===== src/rtl/his_equ_map_pkg.sv =====
// Shared widths, depths and writer FSM encoding for the histogram-equalisation mapper.
package his_equ_map_pkg;

    localparam int GRAY_W    = 8;
    localparam int ACC_W     = 20;
    localparam int LUT_DEPTH = 256;
    localparam int MAP_LAT   = 2;
    localparam int ADDR_W    = $clog2(LUT_DEPTH) + 1;   // bank bit + gray level

    typedef enum logic [1:0] {
        ST_IDLE = 2'd0,
        ST_LOAD = 2'd1,
        ST_DONE = 2'd2
    } wr_state_t;

endpackage


===== src/rtl/his_equ_map_if.sv =====
// Bundle of the cumulative-histogram stream, the live video stream and the mapped output.
interface his_equ_map_if;
    import his_equ_map_pkg::*;

    logic [GRAY_W-1:0] pixel_level;
    logic [ACC_W-1:0]  pixel_level_acc_num;
    logic              pixel_level_valid;
    logic              img_vsync;
    logic              img_href;
    logic [GRAY_W-1:0] img_gray;
    logic              post_vsync;
    logic              post_href;
    logic [GRAY_W-1:0] post_gray;
    logic              lut_ready;
    logic              lut_err;

    // Upstream side: statistics stage + video source, and the consumer of the result.
    modport master (
        output pixel_level, pixel_level_acc_num, pixel_level_valid,
        output img_vsync, img_href, img_gray,
        input  post_vsync, post_href, post_gray, lut_ready, lut_err
    );

    // Mapper side.
    modport slave (
        input  pixel_level, pixel_level_acc_num, pixel_level_valid,
        input  img_vsync, img_href, img_gray,
        output post_vsync, post_href, post_gray, lut_ready, lut_err
    );

endinterface


===== src/rtl/his_lut_dpram.sv =====
// Two-bank LUT storage: one write port, one registered read port, address = {bank, gray}.
module his_lut_dpram
    import his_equ_map_pkg::*;
(
    input  logic              clk,
    input  logic              wr_en,
    input  logic [ADDR_W-1:0] wr_addr,
    input  logic [GRAY_W-1:0] wr_data,
    input  logic [ADDR_W-1:0] rd_addr,
    output logic [GRAY_W-1:0] rd_data
);

    logic [GRAY_W-1:0] mem [2*LUT_DEPTH];

    // Write port and registered read port; no reset so the array maps onto block RAM.
    always_ff @(posedge clk) begin
        if (wr_en) begin
            mem[wr_addr] <= wr_data;
        end
        rd_data <= mem[rd_addr];
    end

endmodule


===== src/rtl/his_equ_map.sv =====
// Histogram-equalisation mapper: builds a LUT from the cumulative histogram of one frame
// into the inactive bank, swaps banks on the next vsync rise and remaps live pixels.
module his_equ_map
    import his_equ_map_pkg::*;
#(
    parameter int IMG_WIDTH  = 640,
    parameter int IMG_HEIGHT = 480,
    parameter int SCALE_SH   = 24
)
(
    input  logic          clk,
    input  logic          rst_n,
    his_equ_map_if.slave  bus
);

    localparam int          PIX_TOTAL   = IMG_WIDTH * IMG_HEIGHT;
    localparam int          PROD_W      = ACC_W + 32;
    localparam logic [63:0] SCALE_MUL_W = ((64'd255 << SCALE_SH) + 64'(PIX_TOTAL / 2))
                                          / 64'(PIX_TOTAL);
    localparam logic [31:0] SCALE_MUL   = SCALE_MUL_W[31:0];

    // Round-half-up the fixed-point product back to a gray level and clamp at 255.
    function automatic logic [GRAY_W-1:0] round_sat(input logic [PROD_W-1:0] prod);
        logic [PROD_W:0] sum;
        logic [PROD_W:0] q;
        sum = {1'b0, prod} + ((PROD_W + 1)'(1) << (SCALE_SH - 1));
        q   = sum >> SCALE_SH;
        if (q > (PROD_W + 1)'(255)) begin
            return {GRAY_W{1'b1}};
        end
        return q[GRAY_W-1:0];
    endfunction

    wr_state_t         state, state_nxt;
    logic [GRAY_W-1:0] exp_level, exp_level_nxt;
    logic              accept, start, last, err;

    logic              vld_p0, vld_p1, vld_p2;
    logic              last_p0, last_p1, last_p2;
    logic [GRAY_W-1:0] lvl_p0, lvl_p1, lvl_p2;
    logic [ACC_W-1:0]  acc_p0;
    logic [PROD_W-1:0] prod_p1;
    logic [GRAY_W-1:0] v_p2;

    logic               active, pending, ready, err_pulse, swap, retire;
    logic [MAP_LAT-1:0] vsync_sr, href_sr;
    logic               use_lut_d1;
    logic [GRAY_W-1:0]  gray_d1, lut_q, map_gray;

    // Writer FSM state and expected-level register.
    always_ff @(posedge clk or negedge rst_n) begin
        if (!rst_n) begin
            state     <= ST_IDLE;
            exp_level <= '0;
        end else begin
            state     <= state_nxt;
            exp_level <= exp_level_nxt;
        end
    end

    // Writer FSM: accept an in-order 0..255 burst, flag gaps and out-of-order beats.
    always_comb begin
        state_nxt     = state;
        exp_level_nxt = exp_level;
        accept        = 1'b0;
        start         = 1'b0;
        last          = 1'b0;
        err           = 1'b0;
        case (state)
            ST_IDLE: begin
                if (bus.pixel_level_valid && bus.pixel_level == '0) begin
                    accept        = 1'b1;
                    start         = 1'b1;
                    exp_level_nxt = GRAY_W'(1);
                    state_nxt     = ST_LOAD;
                end
            end
            ST_LOAD: begin
                if (!bus.pixel_level_valid || bus.pixel_level != exp_level) begin
                    err       = 1'b1;
                    state_nxt = ST_IDLE;
                end else begin
                    accept        = 1'b1;
                    exp_level_nxt = exp_level + GRAY_W'(1);
                    if (bus.pixel_level == {GRAY_W{1'b1}}) begin
                        last      = 1'b1;
                        state_nxt = ST_DONE;
                    end
                end
            end
            ST_DONE: state_nxt = ST_IDLE;
            default: state_nxt = ST_IDLE;
        endcase
    end

    // Build pipeline control: a new table start kills any in-flight completion marker of an
    // older table so that only the newest complete table can raise swap_pending.
    always_ff @(posedge clk or negedge rst_n) begin
        if (!rst_n) begin
            vld_p0  <= 1'b0;
            vld_p1  <= 1'b0;
            vld_p2  <= 1'b0;
            last_p0 <= 1'b0;
            last_p1 <= 1'b0;
            last_p2 <= 1'b0;
        end else begin
            // S0: accepted beat captured
            vld_p0  <= accept;
            last_p0 <= last;
            // S1: product
            vld_p1  <= vld_p0;
            last_p1 <= last_p0 & ~start;
            // S2: rounded/saturated value, written to the inactive bank
            vld_p2  <= vld_p1;
            last_p2 <= last_p1 & ~start;
        end
    end

    // Build pipeline datapath: capture, scale by the reciprocal, round and saturate.
    always_ff @(posedge clk) begin
        // S0: accepted beat captured
        lvl_p0  <= bus.pixel_level;
        acc_p0  <= bus.pixel_level_acc_num;
        // S1: product
        lvl_p1  <= lvl_p0;
        prod_p1 <= PROD_W'(acc_p0) * PROD_W'(SCALE_MUL);
        // S2: rounded/saturated value, written to the inactive bank
        lvl_p2  <= lvl_p1;
        v_p2    <= round_sat(prod_p1);
    end

    assign retire = vld_p2 & last_p2;
    assign swap   = bus.img_vsync & ~vsync_sr[0] & pending;

    // Bank swap control: swap only on a vsync rise with a finished table waiting.
    always_ff @(posedge clk or negedge rst_n) begin
        if (!rst_n) begin
            active    <= 1'b0;
            pending   <= 1'b0;
            ready     <= 1'b0;
            err_pulse <= 1'b0;
        end else begin
            err_pulse <= err;
            if (swap) begin
                active <= ~active;
                ready  <= 1'b1;
            end
            if (start) begin
                pending <= 1'b0;
            end else if (retire) begin
                pending <= 1'b1;
            end else if (swap) begin
                pending <= 1'b0;
            end
        end
    end

    his_lut_dpram u_lut (
        .clk     (clk),
        .wr_en   (vld_p2),
        .wr_addr ({~active, lvl_p2}),
        .wr_data (v_p2),
        .rd_addr ({active, bus.img_gray}),
        .rd_data (lut_q)
    );

    // Sync delay line and output stage of the mapping path.
    always_ff @(posedge clk or negedge rst_n) begin
        if (!rst_n) begin
            vsync_sr   <= '0;
            href_sr    <= '0;
            use_lut_d1 <= 1'b0;
            map_gray   <= '0;
        end else begin
            vsync_sr   <= {vsync_sr[MAP_LAT-2:0], bus.img_vsync};
            href_sr    <= {href_sr[MAP_LAT-2:0], bus.img_href};
            use_lut_d1 <= ready;
            map_gray   <= href_sr[0] ? (use_lut_d1 ? lut_q : gray_d1) : '0;
        end
    end

    // Pass-through copy of the pixel, aligned with the RAM read.
    always_ff @(posedge clk) begin
        gray_d1 <= bus.img_gray;
    end

    assign bus.post_vsync = vsync_sr[MAP_LAT-1];
    assign bus.post_href  = href_sr[MAP_LAT-1];
    assign bus.post_gray  = map_gray;
    assign bus.lut_ready  = ready;
    assign bus.lut_err    = err_pulse;

endmodule


===== src/flat_wrapper.sv =====
// flat-port wrapper written by rule: the top's interface ports become plain ports
module his_equ_map_flat import his_equ_map_pkg::*;
#(
    parameter int IMG_WIDTH  = 640,
    parameter int IMG_HEIGHT = 480,
    parameter int SCALE_SH   = 24
)
  (clk, rst_n, bus_pixel_level, bus_pixel_level_acc_num, bus_pixel_level_valid, bus_img_vsync, bus_img_href, bus_img_gray, bus_post_vsync, bus_post_href, bus_post_gray, bus_lut_ready, bus_lut_err);
  his_equ_map_if bus_i ();
  input  logic clk;
  input  logic rst_n;
  input wire logic [$bits(bus_i.pixel_level)-1:0] bus_pixel_level;
  input wire logic [$bits(bus_i.pixel_level_acc_num)-1:0] bus_pixel_level_acc_num;
  input wire logic [$bits(bus_i.pixel_level_valid)-1:0] bus_pixel_level_valid;
  input wire logic [$bits(bus_i.img_vsync)-1:0] bus_img_vsync;
  input wire logic [$bits(bus_i.img_href)-1:0] bus_img_href;
  input wire logic [$bits(bus_i.img_gray)-1:0] bus_img_gray;
  output wire logic [$bits(bus_i.post_vsync)-1:0] bus_post_vsync;
  output wire logic [$bits(bus_i.post_href)-1:0] bus_post_href;
  output wire logic [$bits(bus_i.post_gray)-1:0] bus_post_gray;
  output wire logic [$bits(bus_i.lut_ready)-1:0] bus_lut_ready;
  output wire logic [$bits(bus_i.lut_err)-1:0] bus_lut_err;
  assign bus_i.pixel_level = bus_pixel_level;
  assign bus_i.pixel_level_acc_num = bus_pixel_level_acc_num;
  assign bus_i.pixel_level_valid = bus_pixel_level_valid;
  assign bus_i.img_vsync = bus_img_vsync;
  assign bus_i.img_href = bus_img_href;
  assign bus_i.img_gray = bus_img_gray;
  assign bus_post_vsync = bus_i.post_vsync;
  assign bus_post_href = bus_i.post_href;
  assign bus_post_gray = bus_i.post_gray;
  assign bus_lut_ready = bus_i.lut_ready;
  assign bus_lut_err = bus_i.lut_err;
  his_equ_map #(.IMG_WIDTH(IMG_WIDTH), .IMG_HEIGHT(IMG_HEIGHT), .SCALE_SH(SCALE_SH)) u_core (.clk(clk), .rst_n(rst_n), .bus(bus_i));
endmodule

===== config.mk =====
export PLATFORM = sky130hd
export DESIGN_NAME = his_equ_map_flat
export DESIGN_NICKNAME = d
export VERILOG_FILES = /design/src/rtl/his_equ_map_pkg.sv /design/src/rtl/his_equ_map_if.sv /design/src/rtl/his_lut_dpram.sv /design/src/rtl/his_equ_map.sv /design/src/flat_wrapper.sv
export SDC_FILE = /design/constraint.sdc
export NUM_CORES = 2
export LEC_CHECK = 0
export ABC_AREA = 1
export BUFFER_PORTS_ARGS = -buffer_cell sky130_fd_sc_hd__buf_2
export CAP_MARGIN = 20
export CORE_ASPECT_RATIO = 1.1
export CORE_MARGIN = 3
export CORE_UTILIZATION = 40
export CTS_CLUSTER_SIZE = 30
export DETAILED_ROUTE_END_ITERATION = 10
export SYNTH_ARGS = -nofsm -noshare
export SYNTH_HDL_FRONTEND = slang
export SYNTH_SLANG_ARGS = --single-unit

===== constraint.sdc =====
create_clock -name clk -period 8.1 [get_ports clk]
set_input_delay 0.405 -clock clk [delete_from_list [all_inputs] [get_ports clk]]
set_output_delay 0.405 -clock clk [all_outputs]
set_load 0.02 [all_outputs]

==> impl_metrics.csv <==
group,metric,value,unit
synth,seq_area_frac_synth,72.0,%
place,placed_cell_area,178000,sq um
floorplan,die_height,698,um
cts,cts-buffers-inserted,421,
synth,yosys_register_bits,4208,
detailed_routing,detail_route.wl_per_cell,23.7,um
layout,design_area,192000,sq um
run_status,outcome,"completed",
detailed_routing,routed_via_density,5.47,
cts,root_buffer,"clkbuf_16",
sta,period_share,55.4,%
synth,synth.top_cells.by_area,"edfxtp_1 (71%), nand3_1 (12%), nand2_1 (9.2%)",
floorplan,dieArea,443000,sq um
critical_path,worstSetupPathType,"reg2reg",
cts,hold_buffers,36,
synth,syn_inst,14670,
floorplan,boundaryPins,53,
critical_path,critical_path_arrival,5.41,ns
detailed_routing,drtIter0Drc,12819,
cts,post_cts_buffers,0,
floorplan,initial_core_util,40.3,%
sta,hold_viol,0,
grt,grt_pass1_wl,715000,um
critical_path,required,9.02,ns
cts,clock_latency,0.97,ns
power,switchingPower,0.0139,W
cts,cts_buffer_depth,4,
grt,grt_max_degree,208,
synth,synth_warnings,0,
place,dpl.hpwl,265000,um
synth,synthArstFlopShare,0.784,%
layout,area.growth.synth_to_final,10.2,%
grt,grt_pass1_vias,106720,
place,routabilityCongestion,0.839,
grt,grt_overflow_total,0,
power,seqPwrFrac,50.8,%
floorplan,die_w,635,um
power,leakage,66.0,nW
synth,synthDominantCellAreaShare,70.7,%
synth,ys_types,43,
place,dp.cells,19632,
floorplan,num_rows,253,
sta,worst_pin_slew,1.21,ns
grt,track_usage,21.2,%
synth,synth_edf_count,4096,
critical_path,crit_fanout,4,
layout,final_core_util,44.4,%
detailed_routing,vias,111969,
detailed_routing,final_antenna_net_count,0,
layout,final_cells,20455,
sta,setup_violations,0,
power,intPower,0.0382,W
cts,cts-htree-levels,5,
flow_run,maxCapViolCount,0,
sta,finClkSkew,0.0455,ns
cts,cts_tree,"yes",
power,p_per_area,271,nW/um^2
power,clock_power_share,36.2,%
synth,syn_avg_cell_area,11.9,sq um
detailed_routing,wirelength,484000,um
place,portBuffers,52,
detailed_routing,dr.pass1.iters,8,
cts,cts_resized,0,
synth,yosysTopAreaCell,"edfxtp_1",
sta,final.min_clock_period,4.49,ns
detailed_routing,drc,0,
floorplan,core-area,432000,sq um
sta,fmax,0.223,GHz
sta,rsz0062_at_grt,"no",
layout,drive_gt1_share,5.73,%
min_path,worst_hold_path_type,"in2reg",
power,peakVddDrop,0.000219,V
critical_path,critPathLaunchType,"flip-flop",
synth,synth_flop_cell,"edfxtp_1",
power,pwr-share-comb,13.0,%
sta,final.setup.tns,0,ns
power,netSwitchingFraction,26.7,%
critical_path,endpoint_kind,"flip-flop",
cts,clkSinkCount,4208,
sta,max-slew-margin-rel,19.3,%
synth,synth_nets,14892,
grt,antenna_found_initial,11,
sta,slew_viol_final,0,
synth,netlist_area,174000,sq um
cts,cts.clk_slew.worst_paths,0.07,ns
layout,nets,14578,
==> synth_stat cells, drive strengths merged, types with 2 or more instances <==
cell / number
ha: 87
buf: 804
nand3: 4096
a21o: 7
dfxtp: 79
xor2: 22
dfrtp: 33
a21oi: 30
a31oi: 4
nor3: 21
a211oi: 3
or2: 6
nor2: 572
edfxtp: 4096
inv: 210
clkbuf: 182
xnor2: 7
nand2: 4260
fa: 94
nor4: 2
nand4: 9
o21ai: 32
o211ai: 4
==> routing by layer <==
layer	global-route usage (%)	share of wire (%)	vias to the layer above	wire length, um
met5	0	0.074	-	356
met4	7.04	3.3	6	16100
met3	2.98	7.3	735	35300
met2	34.5	48	4512	232000
met1	29.2	41	55418	200000
li1	-	-	51298	-
==> final timing paths <==
path                       slack, ns                       start                 endpoint  cells after the start
min reg2reg                     0.32            u_core.lvl_p1[4]         u_core.lvl_p2[4]                      0
min                             0.07  bus_pixel_level_acc_num[0]         u_core.acc_p0[0]                      2
max                             3.61            u_core.acc_p0[1]       u_core.prod_p1[28]                     20
max in group asynchronous       7.38                       rst_n       u_core.bus.lut_err                      2
min in group asynchronous       0.15                       rst_n  u_core.bus.post_gray[0]                      2
max reg2reg                     3.61            u_core.acc_p0[1]       u_core.prod_p1[28]                     20
==> metrics by stage <==
stage / hold WS, ns / total power (W) / worst slack (ns)
global route: 0.0567 / 0.0538 / 3.35
global placement: 0.311 / 0.0336 / 3.50
detailed placement: 0.312 / 0.0337 / 3.61
finish: 0.0703 / 0.0521 / 3.61
CTS: 0.0152 / 0.0523 / 3.60
floorplan: 0.109 / 0.0318 / 0.0957
==> power groups by stage <==
| stage | logic [W] | registers (W) | clock network (W) |
|---|---|---|---|
| finish | 0.00677 | 0.0264 | 0.0189 |
| global placement | 0.00678 | 0.0269 | 0 |
| global route | 0.00751 | 0.0264 | 0.0199 |
| detailed placement | 0.00680 | 0.0269 | 0 |
| CTS | 0.00684 | 0.0264 | 0.0191 |
| floorplan | 0.00302 | 0.0287 | 0 |
==> registers in the layout, indices dropped and copies added, names as in the netlist, 2 cells and up <==
name / cells
u_core.exp_level: 8
u_core.bus.post_gray: 8
u_core.lvl_p2: 8
u_core.prod_p1: 11
u_core.lvl_p1: 8
u_core.u_lut.mem: 4096
u_core.href_sr: 2
u_core.acc_p0: 20
u_core.v_p2: 8
u_core.lvl_p0: 8
u_core.state: 2
u_core.u_lut.rd_data: 8
u_core.gray_d1: 8
u_core.vsync_sr: 2
==> cells in the final DEF, fill, tap and decap left out, drive strengths merged, types with 2 or more instances in the layout <==
master,instances
or2,6
inv,224
clkinvlp,6
dfrtp,33
bufinv,20
nor3,21
o21ai,32
dlygate4sd3,36
buf,213
a21oi,30
dfxtp,79
edfxtp,4096
nor4,2
fa,94
nand2,4260
ha,87
clkinv,193
nor2,572
a31oi,4
clkbuf,545
diode,7
a21o,7
nand4,9
xor2,22
nand3,4096
o211ai,4
a211oi,3
xnor2,7
==> critical path, stage by stage, from the launching register on <==
cell and delay, ns:
dfxtp_1 0.33, ha_1 0.35, xor2_1 0.18, ha_1 0.20
or2_2 0.31, fa_1 0.51, fa_1 0.50, inv_1 0.05
fa_1 0.48, inv_1 0.04, ha_1 0.32, nand2_1 0.11
nor2_1 0.15, nand2_1 0.06, o21ai_0 0.22, nand2_1 0.10
o211ai_1 0.19, nand2_1 0.13, nand2_1 0.09, nand2_1 0.06
nand2_1 0.05
==> area by class of cell <==
type	count	area, sq um
Sequential cell	4208	125000
Fill cell	39273	241000
Clock inverter	233	1720
Antenna cell	7	17.5
Clock buffer	545	11400
Inverter	210	845
Tap cell	5737	7180
Multi-Input combinational cell	9266	42700
Timing Repair Buffer	249	2420
==> cells by family (layout without fill, tap and decap cells) <==
logic type | Yosys count | count (layout) | share of synthesized area [%]
compound gates | 87 | 87 | 0.289
xor+xnor | 29 | 29 | 0.146
fa+ha+maj | 181 | 181 | 1.71
buf+inv | 1196 | 1237 | 3.49
flops | 4208 | 4208 | 72.0
other cells | 0 | 7 | 0
simple gates | 8969 | 8969 | 22.3
Note: power is estimated with default switching activity, not from simulation.
